[src/rtl/priority_encoder_rr.sv]
// Registered N-way grant encoder: fixed highest-index priority or round-robin,
// with a valid/ready output that holds the grant while the consumer stalls.
module priority_encoder_rr #(
  parameter int N       = 8,
  parameter int RR_MODE = 0,
  localparam int W      = $clog2(N)
) (
  input  logic         clk,
  input  logic         rst_n,
  input  logic [N-1:0] req,
  input  logic [N-1:0] mask,
  input  logic         out_ready,
  output logic         out_valid,
  output logic [W-1:0] out_idx,
  output logic [N-1:0] out_onehot,
  output logic         o_dbg_state
);

  // Handshake: a grant is transferred on every rising edge where out_valid
  // and out_ready are both 1; while out_valid=1 and out_ready=0 the grant is
  // frozen, and an empty grant register (IDLE) reloads on every edge.
  typedef enum logic {IDLE = 1'b0, GRANT = 1'b1} state_t;

  state_t       r_state;
  state_t       w_state_nxt;
  logic [W-1:0] r_idx;
  logic [N-1:0] r_onehot;
  logic [W-1:0] r_ptr;

  logic [N-1:0] w_eff;
  logic         w_any;
  logic         w_load;
  logic [W-1:0] w_win;
  logic [W-1:0] w_ptr_nxt;
  logic         w_found;
  int           w_pos;

  assign w_eff  = req & ~mask;
  assign w_any  = |w_eff;
  assign w_load = (r_state == IDLE) || out_ready;

  // Winner selection; round-robin walks downward from r_ptr and wraps to N-1.
  always_comb begin
    w_win   = '0;
    w_found = 1'b0;
    w_pos   = 0;
    if (RR_MODE != 0) begin
      for (int i = 0; i < N; i++) begin
        if (i <= int'(r_ptr)) w_pos = int'(r_ptr) - i;
        else                  w_pos = int'(r_ptr) + N - i;
        if (!w_found && w_eff[w_pos]) begin
          w_win   = W'(w_pos);
          w_found = 1'b1;
        end
      end
    end else begin
      for (int i = 0; i < N; i++) begin
        if (w_eff[i]) w_win = W'(i);
      end
    end
  end

  assign w_ptr_nxt = (w_win == '0) ? W'(N - 1) : (w_win - W'(1));

  always_comb begin
    w_state_nxt = r_state;
    if (w_load) w_state_nxt = w_any ? GRANT : IDLE;
  end

  always_ff @(posedge clk or negedge rst_n) begin
    if (!rst_n) r_state <= IDLE;
    else        r_state <= w_state_nxt;
  end

  always_ff @(posedge clk or negedge rst_n) begin
    if (!rst_n) begin
      r_idx    <= '0;
      r_onehot <= '0;
      r_ptr    <= W'(N - 1);
    end else if (w_load) begin
      if (w_any) begin
        r_idx    <= w_win;
        r_onehot <= {{(N-1){1'b0}}, 1'b1} << w_win;
        if (RR_MODE != 0) r_ptr <= w_ptr_nxt;
      end else begin
        r_idx    <= '0;
        r_onehot <= '0;
      end
    end
  end

  assign out_valid   = (r_state == GRANT);
  assign out_idx     = r_idx;
  assign out_onehot  = r_onehot;
  assign o_dbg_state = r_state;

endmodule

[config.mk]
export PLATFORM = sky130hd
export DESIGN_NAME = priority_encoder_rr
export DESIGN_NICKNAME = d
export VERILOG_FILES = /design/src/rtl/priority_encoder_rr.sv
export SDC_FILE = /design/constraint.sdc
export NUM_CORES = 1
export LEC_CHECK = 0
export ABC_AREA = 1
export CAP_MARGIN = 20
export CORE_UTILIZATION = 35
export CTS_CLUSTER_DIAMETER = 120
export DETAILED_ROUTE_END_ITERATION = 10
export PLACE_DENSITY = 0.78
export SYNTH_ARGS = -nofsm -noshare
export SYNTH_HDL_FRONTEND = slang
export SYNTH_SLANG_ARGS = --single-unit
export TNS_END_PERCENT = 50
[constraint.sdc]
create_clock -name clk -period 1.08 [get_ports clk]
set_input_delay 0.216 -clock clk [delete_from_list [all_inputs] [get_ports clk]]
set_output_delay 0.216 -clock clk [all_outputs]
set_load 0.02 [all_outputs]
# Yosys cells after proc, flatten, opt, wreduce, memory -nomap -nowiden
# Cells that the tools add are included.
[totals]
reg_bits = 12
in_bits = 19
output_inout_bits = 13
elab_cells = 19
[classes]
shift = 1
muxes = 10
n_bitwise = 3
n_reduce_logical = 2
[ops]
columns = ["operator", "n"]
rows = [
  ["$mux 3", 5],
  ["$and 8x8->8", 1],
  ["$mux 8", 1],
  ["$not 8->8", 1],
  ["$reduce_or 8->1", 1],
  ["$shl 1x3->8 const A", 1],
  ["$mux 2", 2],
  ["$mux 1", 2],
  ["$logic_or 1x1->1", 1],
  ["$not 1->1", 1],
]

# Depth between registers and ports, before layout
# Gate-level depths: netlist of run 1.
[depth]
word_depth = 11
depth_mapped = 10
ltp_nobuf = 10

# Worst setup path after synthesis of run 1
# Ideal clock, no wire load.
[synth_path]
path_kind = "reg-to-reg"
startpoint = "register r_state, in the netlist o_dbg_state"
endpoint = "register r_onehot[2], in the netlist out_onehot[2]"
setup_ns = 0.118
arrival_ns = 1.018
t_required_ns = 0.962
setup_slack_ns = -0.056
stages_incl_launch_ff = 8
path_buffers = 0
period_less_slack_ns = 1.136
cell_sequence = "dfrtp_1 > inv_1 > nor2_2 > inv_1 > nand2_2 > nor2_4 > nand4_1 > nand2_1"
[synth_via]
elab_chain_cells = 2
[synth_rtl]
columns = ["element", "line_no", "rtl"]
rows = [
  ["start: declaration", "24", "state_t r_state;"],
  ["start signal: assignment", "72", "else r_state <= w_state_nxt;"],
  ["$not 1->1", "40", "assign w_load = (r_state == IDLE) || out_ready;"],
  ["$logic_or 1x1->1", "40", ""],
  ["end signal: assignment", "83", "r_onehot <= {{(N-1){1'b0}}, 1'b1} << w_win;"],
  ["end: declaration", "27", "logic [N-1:0] r_onehot;"],
]
# Every way passes these cells.
# A chain may end at the register's enable or synchronous reset.

# Worst setup path after layout of run 1
[layout_path]
startpoint = "input port req[3]"
endpoint = "register r_onehot[1], in the netlist out_onehot[1]"
[layout_via]
elab_chain_cells = 8
elab_cells_between_ends = 9
classes_between = "1 x shift; 6 x mux; 1 x bitwise; 1 x reduce/logical"
[layout_rtl]
columns = ["element", "line_no", "rtl"]
rows = [
  ["start: declaration", "10", "input logic [N-1:0] req,"],
  ["$and 8x8->8 *", "38", "assign w_eff = req & ~mask;"],
  ["$mux 2", "58", "if (w_eff[i]) w_win = W'(i);"],
  ["$mux 3 (4 in a row)", "58", ""],
  ["$shl 1x3->8", "83", ""],
  ["$mux 8 *", "81", "if (w_any) begin"],
]
# Every way passes the cells marked *; elsewhere a longest branch is shown, timed or not.

==> reports/results.txt, run 1 <==
status = finished, final reports clean
Bufs and invs on worst path = 2
clock sinks = 12
Vias = 704
Num CTS Buffers = 3
fmax = 930 MHz
crit path kind = primary input to flip-flop
initial drt markers = 8
CTS HTree Levels = 1
Tmin final = 1.08 ns
placed cell areas = 0.00109 mm²
skew final = 0.00113 ns
synthesized flop and latch total = 12
Top delay family on crit path = buffers and inverters
row count = 15
most used cell along the critical path = nand2_2
layout cell share with drive strength beyond 1 = 0.485
hold_ws = 0.244 ns
vias in the first global route = 626
CP Capture Type = flip-flop
cells along the critical path = clkdlybuf4s50_1 > nand2_2 > nand2_2 > nand3_2 > nand3_4 > inv_2 > nand3_1 > nand2_1
top cells by area, synth = dfrtp_1, nand2_1, nand2_2
grt ovf = 0
power density cells = 1090 mW/mm²
Mapped Nets = 102
max cap viols = 0
mapped cell area = 647 µm²
routability cong. = 0.769
post-DP HPWL = 1.17 mm
Final Setup Violations = 0
CP startpoint kind = primary input
Seq/Total Area, Yosys = 0.464
crit path DAT = 1.23 ns
Crit path required time = 1.24 ns
largest net degree at the start of global routing = 13
Top-Level Pins = 32
CP max-delay cell = clkdlybuf4s50_1
synth warn = 0
clock transition at the registers of the reported paths = 0.07 ns
# DRC = 0
P&R area growth vs syn = 80.7%
I/O Buffers = 31
drt wl/cell = 10.5 µm
Die Wd = 45.0 µm
fin crit share = 0.996
Clock Tree Buf Depth = 2
Mapped Cells = 83
top cell type by total area after synthesis = dfrtp_1
CTS root buf = clkbuf_4
Tightest Hold Check Type = primary input to async pin
slowest stage delay, CP = 0.47 ns
Skew-Pair Late Insertion Delay = 0.26 ns
post-route cell area = 0.00117 mm²
routed wire length = 1.68 mm
core area = 0.00173 mm²
initial antenna violation count = 0
Die Ht = 45.0 µm
post-synth top area share = 0.464
GRT Overall Usage = 0.171
relative slew slack = 0.896
Slew Viols, Final = 0
Initial Util = 0.375
Worst Path Max Fanout = 5
TritonCTS clock tree = built
Syn Area/Cell = 7.79 µm²
actual slew at the worst max-slew pin = 0.156 ns
Detail Route Antenna Nets = 0
global-route wire length before repair = 2.51 mm
Final Hold Viols = 0
Pre-antenna DRT Iters = 4
Diodes inserted = 0
peak supply drop = 525 µV
Netlist cell types = 17
full die area = 0.00202 mm²
RSZ-0062 raised after global routing = true
Leak = 0.719 nW
Avg Vias per Cell = 4.37
post-layout net count = 156
==> worst register-to-register path: stages, from the launching register on <==
cell	delay, ns
dfrtp_2	0.42
inv_2	0.07
nor2_4	0.04
inv_2	0.07
nand2_2	0.07
nor2_4	0.14
nand4_1	0.12
nand2_1	0.08
==> state kept, by name, summed over array words and instances, names as in the netlist <==
signal       count
out_onehot       8
out_idx          3
o_dbg_state      1
==> path summary, 6_finish.rpt <==
| kind | slack [ns] | endpoint | startpoint | depth (start not counted) |
|---|---|---|---|---|
| worst max-delay path | 0.004 | out_onehot[1] | req[3] | 8 |
| worst min-delay path | 0.24 | out_idx[1] | rst_n | 2 |
| worst max register to register | 0.01 | out_onehot[2] | o_dbg_state | 7 |
| worst min register to register | 0.48 | out_onehot[6] | out_onehot[6] | 2 |
| max in group asynchronous | 0.67 | o_dbg_state | rst_n | 2 |
| min in group clk | 0.32 | o_dbg_state | req[6] | 5 |
==> synthesized netlist by cell type <==
master,number
nand4_1,2
o21ai_0,1
o21ai_1,2
nor2_1,4
nand2_4,2
nand2_1,29
inv_2,3
nand3_1,5
dfrtp_1,12
nand3_2,1
buf_2,1
nor2_4,2
nor2_2,1
inv_1,9
o21a_1,1
buf_4,1
nand2_2,7
==> metrics by stage <==
step / cells / setup WS [ns] / total power [W] / TNS, ns / utilization
finish: 161 / 0.00416 / 0.00127 / 0 / 0.677
global route: 161 / -0.0558 / 0.00134 / -0.130 / 0.677
CTS: 158 / -0.0692 / 0.00125 / -0.431 / 0.630
detailed placement: 151 / -0.379 / 0.000930 / -4.40 / 0.630
global placement: 151 / -0.330 / 0.000920 / -3.84 / 0.630
floorplan: 83 / 0.0233 / 0.000695 / 0 / -
==> where the power goes <==
| part | switching, W | leakage, nW | internal, W |
|---|---|---|---|
| registers | 0.0000175 | 0.151 | 0.000488 |
| clock network | 0.000144 | 0.0210 | 0.000205 |
| logic | 0.000221 | 0.547 | 0.000198 |
| total | 0.000382 | 0.719 | 0.000890 |
==> kinds of logic (layout without fill, tap and decap cells) <==
| family | Yosys count | in the layout | share of synthesized area |
|---|---|---|---|
| buffers and inverters | 14 | 67 | 0.0890 |
| and+or+nand+nor | 53 | 53 | 0.412 |
| AOI/OAI and AO/OA | 4 | 4 | 0.0348 |
| DFF | 12 | 12 | 0.464 |
==> placed cells by master (no fill, tap or decap) <==
master,synthesis,routed
nand3_2,1,2
buf_2,1,13
clkbuf_8,0,1
nor2_2,1,1
nand2_2,7,11
dlygate4sd2_1,0,5
nand3_4,0,1
nor2_4,2,5
nor2_1,4,1
dfrtp_1,12,11
inv_2,3,5
nand2_1,29,25
dfrtp_2,0,1
o21ai_1,2,1
nand4_1,2,2
clkdlybuf4s50_1,0,4
o21ai_0,1,1
clkbuf_4,0,3
inv_1,9,7
dlymetal6s2s_1,0,9
nand2_4,2,2
o21a_1,1,1
o21ai_2,0,1
nand3_1,5,3
buf_4,1,20
==> layer usage <==
metal | part of all wire | up-vias | global-route usage | routed length (µm)
met4 | 0 | 0 | 0.0909 | 0
met1 | 0.41 | 316 | 0.200 | 691
li1 | - | 359 | - | -
met3 | 0.046 | 0 | 0.0120 | 77
met2 | 0.54 | 29 | 0.307 | 914
met5 | 0 | - | 0 | 0
==> timing repair <==
action,4_1_cts,5_1_grt
hold buffers,0,0
endpoints found under the setup margin,21,12
resized for setup,58,22
cloned,0,0
pin swaps,8,15
buffers inserted,3,3
==> cell type report <==
class	count	area [µm²]
Sequential cell	12	302
Tap cell	25	31.3
Multi-Input combinational cell	57	343
Timing Repair Buffer	51	412
Inverter	12	45.0
Clock buffer	4	36.3
Fill cell	165	558
No activity file was read; power rests on OpenSTA's default activity.
==> run 2: changes to the inputs <==
CORE_UTILIZATION = 38   (was 35)
PLACE_DENSITY = 0.83   (was 0.78)
==> run 2 against run 1 <==
Clock skew grew 0.0042 ns. Power shrank 4.9%. Sequential power is essentially flat. Routed wire length grew 2.9%. Sequential share of layout area is essentially flat. Cell count shrank 6.2%. Clock power shrank 21%. Cell area grew 0.11%. The run now ends with setup timing left. Clock-buffer cell count is the same. Register-to-register slack lost 0.02 ns. Largest cell class unchanged.
==> reports/results.txt, run 2 (synthesized netlist as in run 1, its figures left out) <==
CTS Hold Bufs = 0
max FFs per register = 8
Worst Path Max Fanout = 4
slowest stage delay, CP = 0.42 ns
full die area = 0.00187 mm²
P&R area growth vs syn = 80.9%
Slew Viols, Final = 0
initial drt markers = 13
sequential power share = 0.419
# DRC = 0
Initial Util = 0.420
Skew-Pair Late Insertion Delay = 0.26 ns
Pre-antenna DRT Iters = 4
Int Pwr = 0.000832 W
GRT Overall Usage = 0.173
largest net degree at the start of global routing = 13
Crit path required time = 1.28 ns
Detail Route Antenna Nets = 0
status = finished with violations
Clock Tree Buf Depth = 2
crit path DAT = 1.29 ns
power density cells = 1030 mW/mm²
Die Ht = 43.3 µm
max cap viols = 0
Top-Level Pins = 32
clock transition at the registers of the reported paths = 0.07 ns
TritonCTS clock tree = built
relative slew slack = 0.850
P_sw = 0.000379 W
Tightest Hold Check Type = primary input to async pin
Die Wd = 43.3 µm
routed wire length = 1.73 mm
Final Hold Viols = 0
Leak = 0.748 nW
placed cell count = 143
filler cell count = 126
Setup WS pre-CTS = -0.351 ns
combinational fraction of design power = 0.354
vias in the first global route = 639
post-layout net count = 155
global-route wire length before repair = 2.44 mm
grt ovf = 0
Vias = 710
fin crit share = 1.01
skew final = 0.00534 ns
failing checks = setup timing
post-DP HPWL = 1.15 mm
cells along the critical path = inv_2 > nor2_4 > inv_2 > nand2_4 > nor2_4 > nand4_1 > nand2_1
CP startpoint kind = flip-flop
I/O Buffers = 31
CP max-delay cell = dfrtp_2
Layout Cells excl Fill = 151
row count = 14
CP Capture Type = flip-flop
RSZ-0062 raised after global routing = true
CTS HTree Levels = 1
Avg Vias per Cell = 4.70
layout cell share with drive strength beyond 1 = 0.474
crit path kind = flip-flop to flip-flop
routability cong. = 0.738
most frequent cells in the layout = nand2_1, buf_4, dlymetal6s2s_1, buf_2, dfrtp_1
commonest non-fill, non-tap cell in the layout = nand2_1
peak supply drop = 720 µV
CTS root buf = clkbuf_4
Final Setup Violations = 1
final worst slack = -0.0109 ns
clock sinks = 12
core area = 0.00154 mm²
initial antenna violation count = 0
Clock power frac = 0.227
fmax = 917 MHz
sw frac = 0.313
Diodes inserted = 0
Num CTS Buffers = 3
drt wl/cell = 11.5 µm
Tmin final = 1.09 ns
actual slew at the worst max-slew pin = 0.224 ns
[run 2: through the flow]
stage               instance area [µm²]  utilization  hold slack [ns]  setup TNS [ns]  total power [W]
floorplan                           653            -          -0.0796               0         0.000695
global placement                   1080        0.703            0.447           -3.83         0.000922
detailed placement                 1080        0.703            0.455           -4.31         0.000933
CTS                                1080        0.698            0.162          -0.303          0.00119
global route                       1170        0.759            0.169          -0.250          0.00128
finish                             1170        0.759            0.158         -0.0109          0.00121
[run 2: metal layers]
layer | track usage | routed length [µm] | up-vias
met5 | 0 | 0 | -
met4 | 0.0909 | 46 | 0
met3 | 0.0128 | 83 | 6
met2 | 0.322 | 972 | 31
met1 | 0.190 | 629 | 318
li1 | - | - | 355
[run 2: final cells by class]
type | count | area (µm²) | share of cell area
flip-flops and latches | 12 | 302 | 0.258
well taps | 16 | 20.0 | 0.0171
inverters | 12 | 45.0 | 0.0385
repair buffers | 50 | 423 | 0.361
clock buffers | 4 | 26.3 | 0.0225
multi-input cells | 57 | 354 | 0.303
[run 2: power groups by stage]
stage               combinational [W]  sequential (W)  clock (W)
floorplan                    0.000129        0.000567          0
global placement             0.000407        0.000516          0
detailed placement           0.000416        0.000517          0
CTS                          0.000396        0.000507   0.000286
global route                 0.000461        0.000512   0.000307
finish                       0.000428        0.000507   0.000275
[run 2: worst paths after layout]
kind	startpoint	to	slack [ns]	depth (start not counted)
worst max-delay path	o_dbg_state	out_onehot[2]	-0.01	7
worst min-delay path	rst_n	out_idx[1]	0.16	1
worst max register to register	o_dbg_state	out_onehot[2]	-0.01	7
worst min register to register	out_onehot[2]	out_onehot[2]	0.48	2
max in group asynchronous	rst_n	out_onehot[6]	0.55	2
min in group clk	req[6]	o_dbg_state	0.35	5
[run 2: what timing repair did]
item	in CTS	in global routing
pin swaps	6	20
gates resized for setup	60	24
hold endpoints to repair	0	0
setup buffers	1	3
setup endpoints to repair	20	9
[run 2: critical path, delay by kind of cell (launching register included)]
family	cells	cell delay [ns]
flip-flops	1	0.42
buffers and inverters	2	0.17
AND/OR/NAND/NOR	5	0.45
==> edit, RTL diff (settings of run 2) <==
Set the parameter `RR_MODE` to 1 (it was 0).
--- a/src/rtl/priority_encoder_rr.sv
+++ b/src/rtl/priority_encoder_rr.sv
@@ -2,7 +2,7 @@
 // with a valid/ready output that holds the grant while the consumer stalls.
 module priority_encoder_rr #(
   parameter int N       = 8,
-  parameter int RR_MODE = 0,
+  parameter int RR_MODE = 1,
   localparam int W      = $clog2(N)
 ) (
   input  logic         clk,
Behaviour: not the same (Yosys sat finds a counterexample within 4 cycles, from zero or initial values and one cycle with rst_n low).
==> edit against run 2 <==
  * The run still ends with setup timing left
  * Setup slack worse by 1600 ps
  * Wire length rose to 2.5 times the old value
  * Critical endpoint is now r_ptr[2]
  * Highest routed layer unchanged
  * Area after synthesis increased by 130%
  * Sequential cell count up 3
  * Synthesized cell count increased to 2.6 times the old value
  * Largest cell class is now multi-input gates
  * Die area is 120% higher
  * Design area rose by 94%
Power is left out: the tool's default activity adds up to more than one toggle a clock period on the data nets, which glitch-free logic cannot reach.
==> edit: results (changes against run 2) <==
| Metric | Value |
|---|---|
| Failing checks | `setup timing` |
| GRT Util Overall | `21.5% (+4.2 points)` |
| Drt initial violations | `124 (+111)` |
| Final setup fails | `15 (+14)` |
| Routed wire length on met2 | `2160 um (+120%)` |
| Critical Path Max Stage Delay | `570 ps (+150 ps)` |
| Status | `finished with violations` |
| Final nets | `314 (+100%)` |
| PortBufs | `31 (unchanged)` |
| Met3 Wirelength | `256 um (+210%)` |
| Worst relative slew slack | `81.1% (-3.9 points)` |
| Post-synthesis sequential area ratio | `25.2% (-21 points)` |
| Reg2reg end | `r_ptr[2]` |
| CP arrival | `2850 ps (+1560 ps)` |
| Synth Net Count | `243 (+140%)` |
| Vias in the first global route | `1650 (+160%)` |
| Synth top area cells | `dfrtp_1 20%, nand2_1 14%, nand3_1 13%` |
| Via-to-Cell Ratio | `5.14 (+9.3%)` |
| Met1 WL | `1870 um (+200%)` |
| Skew final | `0.279 ps (-5.06 ps)` |
| Gp weighted congestion | `0.941 (+28%)` |
| Worst-Skew Late Latency | `250 ps` |
| Num CTS Buffers | `3 (unchanged)` |
| ANT cells | `0 (unchanged)` |
| Netlist cell types | `32 (+15)` |
| Clock root buffer master | `clkbuf_8` |
| Syn. warnings | `0 (unchanged)` |
| H-tree depth | `1 (unchanged)` |
| Placed Cells | `319 (+120%)` |
| DIE AREA | `4210 sq um (+120%)` |
| FFs w/ async S/R, synth | `100% (unchanged)` |
| Main flop type after synthesis | `dfrtp_1` |
| Largest net degree at the start of global routing | `16 (+3)` |
| Top cells by count, synth | `58 x nand2_1, 38 x nand3_1, 25 x inv_1` |
| Share of layout cells above drive strength 1 | `40.3% (-7.1 points)` |
| Syn avg cell area | `7.05 sq um (-9.5%)` |
| Global-route wire length before repair | `7180 um (+190%)` |
| Final non-filler cell total | `331 (+120%)` |
| Max FO, Critical Path | `6 (+2)` |
| Final WS setup | `-1590 ps (-1580 ps)` |
| R2R depth | `18 (+11)` |
| CP delay by family, top | `simple AND/OR/NAND/NOR gates` |
| Crit-path slowest cell | `dfstp_2` |
| R2r startpoint | `r_ptr[0]` |
| DP HPWL | `3190 um (+180%)` |
| DP Area | `2130 sq um (+97%)` |
| Initial antenna violation count | `0 (unchanged)` |
| DR top layer | `met4` |
| Max reg flops | `8 (unchanged)` |
| Routed len/inst | `13.2 um (+15%)` |
==> edit: final cells by class <==
type,count,area (sq um)
Clock inverter,1,5.00
Sequential cell,15,379
Multi-Input combinational cell,164,1110
Tap cell,48,60.1
Inverter,29,119
Fill cell,307,1440
Clock buffer,3,41.3
Timing Repair Buffer,71,558
==> edit: repair_timing <==
action / 4_1_cts / 5_1_grt
pin swaps: 10 / 8
setup buffers: 4 / 4
setup endpoints to repair: 28 / 15
hold buffers: 0 / 0
resized for setup: 66 / 8
==> edit: per-stage QoR <==
step	setup slack, ps	hold WS, ps	setup TNS (ps)
3_3_place_gp	-1530	464	-21200
3_5_place_dp	-1590	464	-22050
6_report	-1590	294	-21190
2_1_floorplan	-1670	-79.6	-21050
4_1_cts	-1530	297	-19920
5_1_grt	-1760	318	-23460
==> edit: worst max-delay path by stage <==
| stage | start | to | slack [ps] |
|---|---|---|---|
| after CTS | r_ptr[0] | r_ptr[2] | -1530 |
| after global placement | r_ptr[1] | r_ptr[2] | -1530 |
| after global routing | r_ptr[0] | r_ptr[2] | -1760 |
| after detailed placement | r_ptr[1] | r_ptr[2] | -1590 |
| final | r_ptr[0] | r_ptr[2] | -1590 |
| after floorplan | r_ptr[0] | r_ptr[2] | -1670 |
==> edit: routing by layer <==
| metal | vias up | track usage [%] |
|---|---|---|
| met5 | - | 0 |
| met4 | 0 | 5.83 |
| met3 | 8 | 3.70 |
| met2 | 59 | 37.0 |
| met1 | 798 | 27.4 |
| li1 | 836 | - |
==> edit: kinds of logic after synthesis <==
family                     after synthesis  synth area share [%]
and+or+nand+nor                        140                  49.9
buffers and inverters                   34                  9.99
DFF                                     15                  25.2
AOI/OAI and AO/OA                       13                  5.75
adders and majority gates               11                  9.16
